==> src/rtl/aes_avalon_regs_if.sv <==
// Avalon-MM slave bus bundle for the AES register block.
interface aes_avalon_regs_if;
    logic        AVL_CS;
    logic        AVL_READ;
    logic        AVL_WRITE;
    logic [3:0]  AVL_ADDR;
    logic [3:0]  AVL_BYTE_EN;
    logic [31:0] AVL_WRITEDATA;
    logic [31:0] AVL_READDATA;

    modport master (
        output AVL_CS,
        output AVL_READ,
        output AVL_WRITE,
        output AVL_ADDR,
        output AVL_BYTE_EN,
        output AVL_WRITEDATA,
        input  AVL_READDATA
    );

    modport slave (
        input  AVL_CS,
        input  AVL_READ,
        input  AVL_WRITE,
        input  AVL_ADDR,
        input  AVL_BYTE_EN,
        input  AVL_WRITEDATA,
        output AVL_READDATA
    );
endinterface

==> src/rtl/aes_avalon_regs.sv <==
// Avalon-MM register file fronting an AES core: key/message registers, result capture,
// cycle counter and the start/done handshake FSM.
module aes_avalon_regs #(
    parameter int unsigned EXPORT_ADDR = 0
) (
    input  logic                    CLK,
    input  logic                    RESET,
    aes_avalon_regs_if.slave        avl,
    output logic [31:0]             EXPORT_DATA,
    output logic                    AES_START,
    input  logic                    AES_DONE,
    output logic [127:0]            AES_KEY,
    output logic [127:0]            AES_MSG_ENC,
    input  logic [127:0]            AES_MSG_DEC
);

    localparam logic [3:0] ExportIdx = 4'(EXPORT_ADDR);
    localparam logic [3:0] AddrCycles = 4'd13;
    localparam logic [3:0] AddrStart  = 4'd14;

    typedef enum logic [1:0] {StIdle, StBusy, StComplete, StRelease} state_t;

    state_t      r_state;
    logic        r_aes_start;
    logic        r_done;
    logic        r_start;
    logic [31:0] r_cycles;
    logic [31:0] r_key     [4];
    logic [31:0] r_msg_enc [4];
    logic [31:0] r_msg_dec [4];
    logic [31:0] r_readdata;

    logic        w_wr;
    logic        w_rd;
    logic        w_host_wr_ok;
    logic        w_start_wr;
    logic        w_start_next;
    logic [31:0] w_regfile [16];

    function automatic logic [31:0] f_merge(input logic [31:0] old_val,
                                            input logic [31:0] new_val,
                                            input logic [3:0]  be);
        logic [31:0] res;
        res = old_val;
        for (int i = 0; i < 4; i++) begin
            if (be[i]) res[8*i +: 8] = new_val[8*i +: 8];
        end
        return res;
    endfunction

    assign w_wr         = avl.AVL_CS & avl.AVL_WRITE;
    assign w_rd         = avl.AVL_CS & avl.AVL_READ;
    // Host-writable registers are frozen while the core is working on them.
    assign w_host_wr_ok = (r_state != StBusy);
    assign w_start_wr   = w_wr & w_host_wr_ok & (avl.AVL_ADDR == AddrStart) & avl.AVL_BYTE_EN[0];
    assign w_start_next = w_start_wr ? avl.AVL_WRITEDATA[0] : r_start;

    always_comb begin
        for (int i = 0; i < 4; i++) begin
            w_regfile[i]     = r_key[i];
            w_regfile[i + 4] = r_msg_enc[i];
            w_regfile[i + 8] = r_msg_dec[i];
        end
        w_regfile[12] = 32'd0;
        w_regfile[13] = r_cycles;
        w_regfile[14] = {31'd0, r_start};
        w_regfile[15] = {30'd0, (r_state == StBusy), r_done};
    end

    // Host register writes and registered read data (read sees pre-write contents).
    always_ff @(posedge CLK) begin
        if (RESET) begin
            for (int i = 0; i < 4; i++) begin
                r_key[i]     <= 32'd0;
                r_msg_enc[i] <= 32'd0;
            end
            r_start    <= 1'b0;
            r_readdata <= 32'd0;
        end else begin
            if (w_rd) r_readdata <= w_regfile[avl.AVL_ADDR];
            if (w_wr && w_host_wr_ok && !avl.AVL_ADDR[3]) begin
                if (!avl.AVL_ADDR[2]) begin
                    r_key[avl.AVL_ADDR[1:0]] <= f_merge(r_key[avl.AVL_ADDR[1:0]],
                                                        avl.AVL_WRITEDATA, avl.AVL_BYTE_EN);
                end else begin
                    r_msg_enc[avl.AVL_ADDR[1:0]] <= f_merge(r_msg_enc[avl.AVL_ADDR[1:0]],
                                                            avl.AVL_WRITEDATA,
                                                            avl.AVL_BYTE_EN);
                end
            end
            if (w_start_wr) r_start <= avl.AVL_WRITEDATA[0];
        end
    end

    // Control FSM with registered AES_START, DONE flag, cycle counter and result capture.
    always_ff @(posedge CLK) begin
        if (RESET) begin
            r_state     <= StIdle;
            r_aes_start <= 1'b0;
            r_done      <= 1'b0;
            r_cycles    <= 32'd0;
            for (int i = 0; i < 4; i++) r_msg_dec[i] <= 32'd0;
        end else begin
            case (r_state)
                StIdle: begin
                    if (w_start_next && !AES_DONE) begin
                        r_state     <= StBusy;
                        r_aes_start <= 1'b1;
                        r_cycles    <= 32'd0;
                    end
                end
                StBusy: begin
                    if (AES_DONE) begin
                        r_state      <= StComplete;
                        r_done       <= 1'b1;
                        r_msg_dec[0] <= AES_MSG_DEC[127:96];
                        r_msg_dec[1] <= AES_MSG_DEC[95:64];
                        r_msg_dec[2] <= AES_MSG_DEC[63:32];
                        r_msg_dec[3] <= AES_MSG_DEC[31:0];
                    end else if (r_cycles != 32'hFFFF_FFFF) begin
                        r_cycles <= r_cycles + 32'd1;
                    end
                end
                StComplete: begin
                    if (w_start_wr && !avl.AVL_WRITEDATA[0]) begin
                        r_state     <= StRelease;
                        r_aes_start <= 1'b0;
                    end
                end
                StRelease: begin
                    if (!AES_DONE) begin
                        r_state <= StIdle;
                        r_done  <= 1'b0;
                    end
                end
                default: begin
                    r_state     <= StIdle;
                    r_aes_start <= 1'b0;
                end
            endcase
        end
    end

    assign avl.AVL_READDATA = r_readdata;
    assign EXPORT_DATA      = w_regfile[ExportIdx];
    assign AES_START        = r_aes_start;
    assign AES_KEY          = {r_key[0], r_key[1], r_key[2], r_key[3]};
    assign AES_MSG_ENC      = {r_msg_enc[0], r_msg_enc[1], r_msg_enc[2], r_msg_enc[3]};

    // Cycle register index kept for readability of the read map above.
    logic w_unused;
    assign w_unused = ^AddrCycles;

endmodule

==> src/flat_wrapper.sv <==
// flat-port wrapper written by rule: the top's interface ports become plain ports
module aes_avalon_regs_flat 
#(
    parameter int unsigned EXPORT_ADDR = 0
)
  (CLK, RESET, EXPORT_DATA, AES_START, AES_DONE, AES_KEY, AES_MSG_ENC, AES_MSG_DEC, avl_AVL_CS, avl_AVL_READ, avl_AVL_WRITE, avl_AVL_ADDR, avl_AVL_BYTE_EN, avl_AVL_WRITEDATA, avl_AVL_READDATA);
  aes_avalon_regs_if avl_i ();
  input  logic CLK;
  input  logic RESET;
  output logic [31:0] EXPORT_DATA;
  output logic AES_START;
  input  logic AES_DONE;
  output logic [127:0] AES_KEY;
  output logic [127:0] AES_MSG_ENC;
  input  logic [127:0] AES_MSG_DEC;
  input wire logic [$bits(avl_i.AVL_CS)-1:0] avl_AVL_CS;
  input wire logic [$bits(avl_i.AVL_READ)-1:0] avl_AVL_READ;
  input wire logic [$bits(avl_i.AVL_WRITE)-1:0] avl_AVL_WRITE;
  input wire logic [$bits(avl_i.AVL_ADDR)-1:0] avl_AVL_ADDR;
  input wire logic [$bits(avl_i.AVL_BYTE_EN)-1:0] avl_AVL_BYTE_EN;
  input wire logic [$bits(avl_i.AVL_WRITEDATA)-1:0] avl_AVL_WRITEDATA;
  output wire logic [$bits(avl_i.AVL_READDATA)-1:0] avl_AVL_READDATA;
  assign avl_i.AVL_CS = avl_AVL_CS;
  assign avl_i.AVL_READ = avl_AVL_READ;
  assign avl_i.AVL_WRITE = avl_AVL_WRITE;
  assign avl_i.AVL_ADDR = avl_AVL_ADDR;
  assign avl_i.AVL_BYTE_EN = avl_AVL_BYTE_EN;
  assign avl_i.AVL_WRITEDATA = avl_AVL_WRITEDATA;
  assign avl_AVL_READDATA = avl_i.AVL_READDATA;
  aes_avalon_regs #(.EXPORT_ADDR(EXPORT_ADDR)) u_core (.CLK(CLK), .RESET(RESET), .avl(avl_i), .EXPORT_DATA(EXPORT_DATA), .AES_START(AES_START), .AES_DONE(AES_DONE), .AES_KEY(AES_KEY), .AES_MSG_ENC(AES_MSG_ENC), .AES_MSG_DEC(AES_MSG_DEC));
endmodule
==> config.mk <==
export PLATFORM = sky130hd
export DESIGN_NAME = aes_avalon_regs_flat
export DESIGN_NICKNAME = d
export VERILOG_FILES = /design/src/rtl/aes_avalon_regs_if.sv /design/src/rtl/aes_avalon_regs.sv /design/src/flat_wrapper.sv
export SDC_FILE = /design/constraint.sdc
export NUM_CORES = 1
export LEC_CHECK = 0
export BUFFER_PORTS_ARGS = -buffer_cell sky130_fd_sc_hd__buf_4
export CELL_PAD_IN_SITES_DETAIL_PLACEMENT = 1
export CELL_PAD_IN_SITES_GLOBAL_PLACEMENT = 1
export CORE_UTILIZATION = 38
export CTS_BUF_LIST = sky130_fd_sc_hd__clkbuf_4 sky130_fd_sc_hd__clkbuf_8
export DETAILED_ROUTE_END_ITERATION = 10
export PLACE_DENSITY_LB_ADDON = 0.3
export SETUP_SLACK_MARGIN = 0.3
export SYNTH_ARGS = -nofsm -noshare
export SYNTH_HDL_FRONTEND = slang
export SYNTH_SLANG_ARGS = --single-unit
==> constraint.sdc <==
create_clock -name CLK -period 5.8 [get_ports CLK]
set_input_delay 0.87 -clock CLK [delete_from_list [all_inputs] [get_ports CLK]]
set_output_delay 0.87 -clock CLK [all_outputs]
set_load 0.01 [all_outputs]
==> flow_summary.ini <==
[outcome]
status = completed

[power]
power_mw = 8.03
peakVddDrop_uv = 179
p_leak_nw = 10.8
power_density_nw_per_um2 = 296

[logic_synthesis]
ys.warnings.count = 0
synthCells = 1554
synth.top_cells.by_area = edfxtp_1 (54%), mux4_2 (10%), and2_1 (9.5%)
synth_seq_cells = 453
synthDistinctLibCells = 65
syn_nets = 1734
synth_ff_type = edfxtp_1
avgSynthCellArea_um2 = 13.7
synth_top_area_share_pct = 54.1
synth_edf_count = 384
synth_seq_area_share_pct = 60.6
synth_top_cells_by_count = edfxtp_1 (384), and2_1 (323), mux4_2 (96)
async_reset_ff_share_pct = 0
syn_area_um2 = 21300
synth.most_common_cell = edfxtp_1
yosys.area.top_type = edfxtp_1

[placement]
post-place-ws_ns = 1.71
placed_area_um2 = 25400
dpl.cell_count = 2673
dp_hpwl_um = 56900
gp_congestion = 0.896
portBuffers = 494

[floorplan]
die_w_um = 239
num_io_pins = 495
die_area_um2 = 57000
die-height_um = 239
start_util_pct = 38.6
rows = 86
core_area_um2 = 55200

[timing]
timing.final.crit_share_pct = 71.5
slew_headroom_pct = 12.8
fin_skew_ns = 0.0594
worst_pin_slew_ns = 1.30
rsz0062_at_grt = false
fmax_mhz = 241
finalSetupTns_ns = 0
slew_violations = 0
fin_ws_ns = 1.65
finalSetupViolCount = 0
fin_crit_ns = 4.15
hold_viol_final = 0
holdWs_ns = 0.490

[routing]
routed_wl_um = 77200
wire_per_inst_um = 27.4
vias = 15579
first_iter_violations = 1424
viasPerCell = 5.53
drt-pass1-iter-count = 7
postRouteAntennaNets = 0
drc = 0

[final_layout]
final_layout_size_suffix_gt1_share_pct = 38.1
postLayoutCellArea_um2 = 27100
nNetsFinal = 2186
syn_to_final_growth_pct = 27.3
fin_util_pct = 49.1
layout.cells.non_filler = 2818

[clocking]
post_cts_buffers = 0
ctsHoldBuffers = 0
cts_buffers = 79
post_cts_resize_count = 0
cts_num_sinks = 453
htree_levels = 3
clkLatencyLatePin_ns = 0.67
cts_root_buffer = clkbuf_8
cts_tree = built
path_clk_slew_ns = 0.06
cts.path.max_buffers = 3

[worst_setup_path]
cp.arrival_ns = 4.45
path_cells = inv_1 -> ha_1 -> nand3b_1 -> nor3_2 -> nand2_1 -> nor4_2 -> or2_2
critPathKind = flip-flop to flip-flop
worst_path_max_delay_cell = nor4_2
cp.depth = 7
rr_worst_depth = 7
path_buf_inv = 1
critPathTopFamily = simple AND/OR/NAND/NOR gates
critPathMaxStageDelay_ns = 0.84
endpoint_kind = flip-flop
path_max_fanout = 19
startpoint_type = flip-flop
crit_required_ns = 6.10
ff2ff_setup_slack_ns = 1.65

[job]
drv_cap = 0

[min_path]
hold_class = flip-flop to flip-flop
hold_depth = 2

[global_route]
antenna_found_initial = 4
grt.overflow.total = 0
grt_usage_pct = 26.7
grt_max_degree = 67
grt_pass1_vias = 15999
grt_pass1_wl_um = 110000
## worst paths after layout
kind	startpoint	endpoint
worst max-delay path	u_core.r_state[1]$_SDFFE_PP0P_	u_core.r_msg_enc[0][10]$_SDFFCE_PN0P_
worst min-delay path	u_core.avl.AVL_READDATA[1]$_SDFFE_PP0P_	u_core.avl.AVL_READDATA[1]$_SDFFE_PP0P_
worst max register to register	u_core.r_state[1]$_SDFFE_PP0P_	u_core.r_msg_enc[0][10]$_SDFFCE_PN0P_
worst min register to register	u_core.avl.AVL_READDATA[1]$_SDFFE_PP0P_	u_core.avl.AVL_READDATA[1]$_SDFFE_PP0P_
## report_power, final
part	internal, mW	total (mW)	switching [mW]	leakage (nW)
Clock	1.77	3.15	1.38	0.862
Combinational	0.423	1.01	0.592	5.42
Sequential	3.75	3.86	0.109	4.53
## sequential cells by signal, summed over array words and instances (netlist names)
name                     count
u_core.r_key               128
u_core.avl.AVL_READDATA     32
u_core.r_start               1
u_core.r_msg_dec           128
u_core.r_state               2
u_core.AES_START             1
u_core.r_done                1
u_core.r_msg_enc           128
u_core.r_cycles             32
## tightest hold or removal path: stages, from the launching register on
cell and delay, ns:
dfxtp_1 0.32, nand2_1 0.07, a21oi_1 0.06
## area by class of cell
cell class | instances | area [µm²]
multi-input combinational | 939 | 7640
sequential | 453 | 12900
tap | 748 | 936
clock buffer | 105 | 1330
clock inverter | 39 | 338
inverter | 17 | 63.8
fill | 5651 | 28100
antenna | 1 | 2.50
timing repair buffer | 516 | 3900
## metal layers
layer	up-vias	global-route usage (%)	routed length (µm)
met5	-	0	18
met4	2	9.85	2390
met3	146	7.71	6780
met2	721	43.4	37300
met1	7951	33.8	30700
li1	6759	-	-
## kinds of logic (layout without fill, tap and decap cells)
kind of cell / after synthesis / count (layout) / synth area share (%)
other: 0 / 1 / 0
AND/OR/NAND/NOR: 597 / 597 / 17.0
buffers and inverters: 162 / 677 / 3.68
flip-flops: 453 / 453 / 60.6
adder cells (fa/ha/maj): 6 / 6 / 0.353
multiplexers: 132 / 132 / 11.9
AO/OA/AOI/OAI: 204 / 204 / 6.53
## placed cells by master (no fill, tap or decap), drive strengths merged, types with 42 or more instances in the layout
| cell type | Yosys | layout |
|---|---|---|
| a21oi | 56 | 56 |
| and2 | 324 | 324 |
| and3 | 70 | 70 |
| buf | 73 | 515 |
| clkbuf | 72 | 106 |
| dfxtp | 69 | 69 |
| edfxtp | 384 | 384 |
| mux4 | 96 | 96 |
| nand2 | 42 | 42 |
| nor2 | 57 | 57 |
| o21ai | 53 | 53 |
Power figures use the tool's default switching activity.
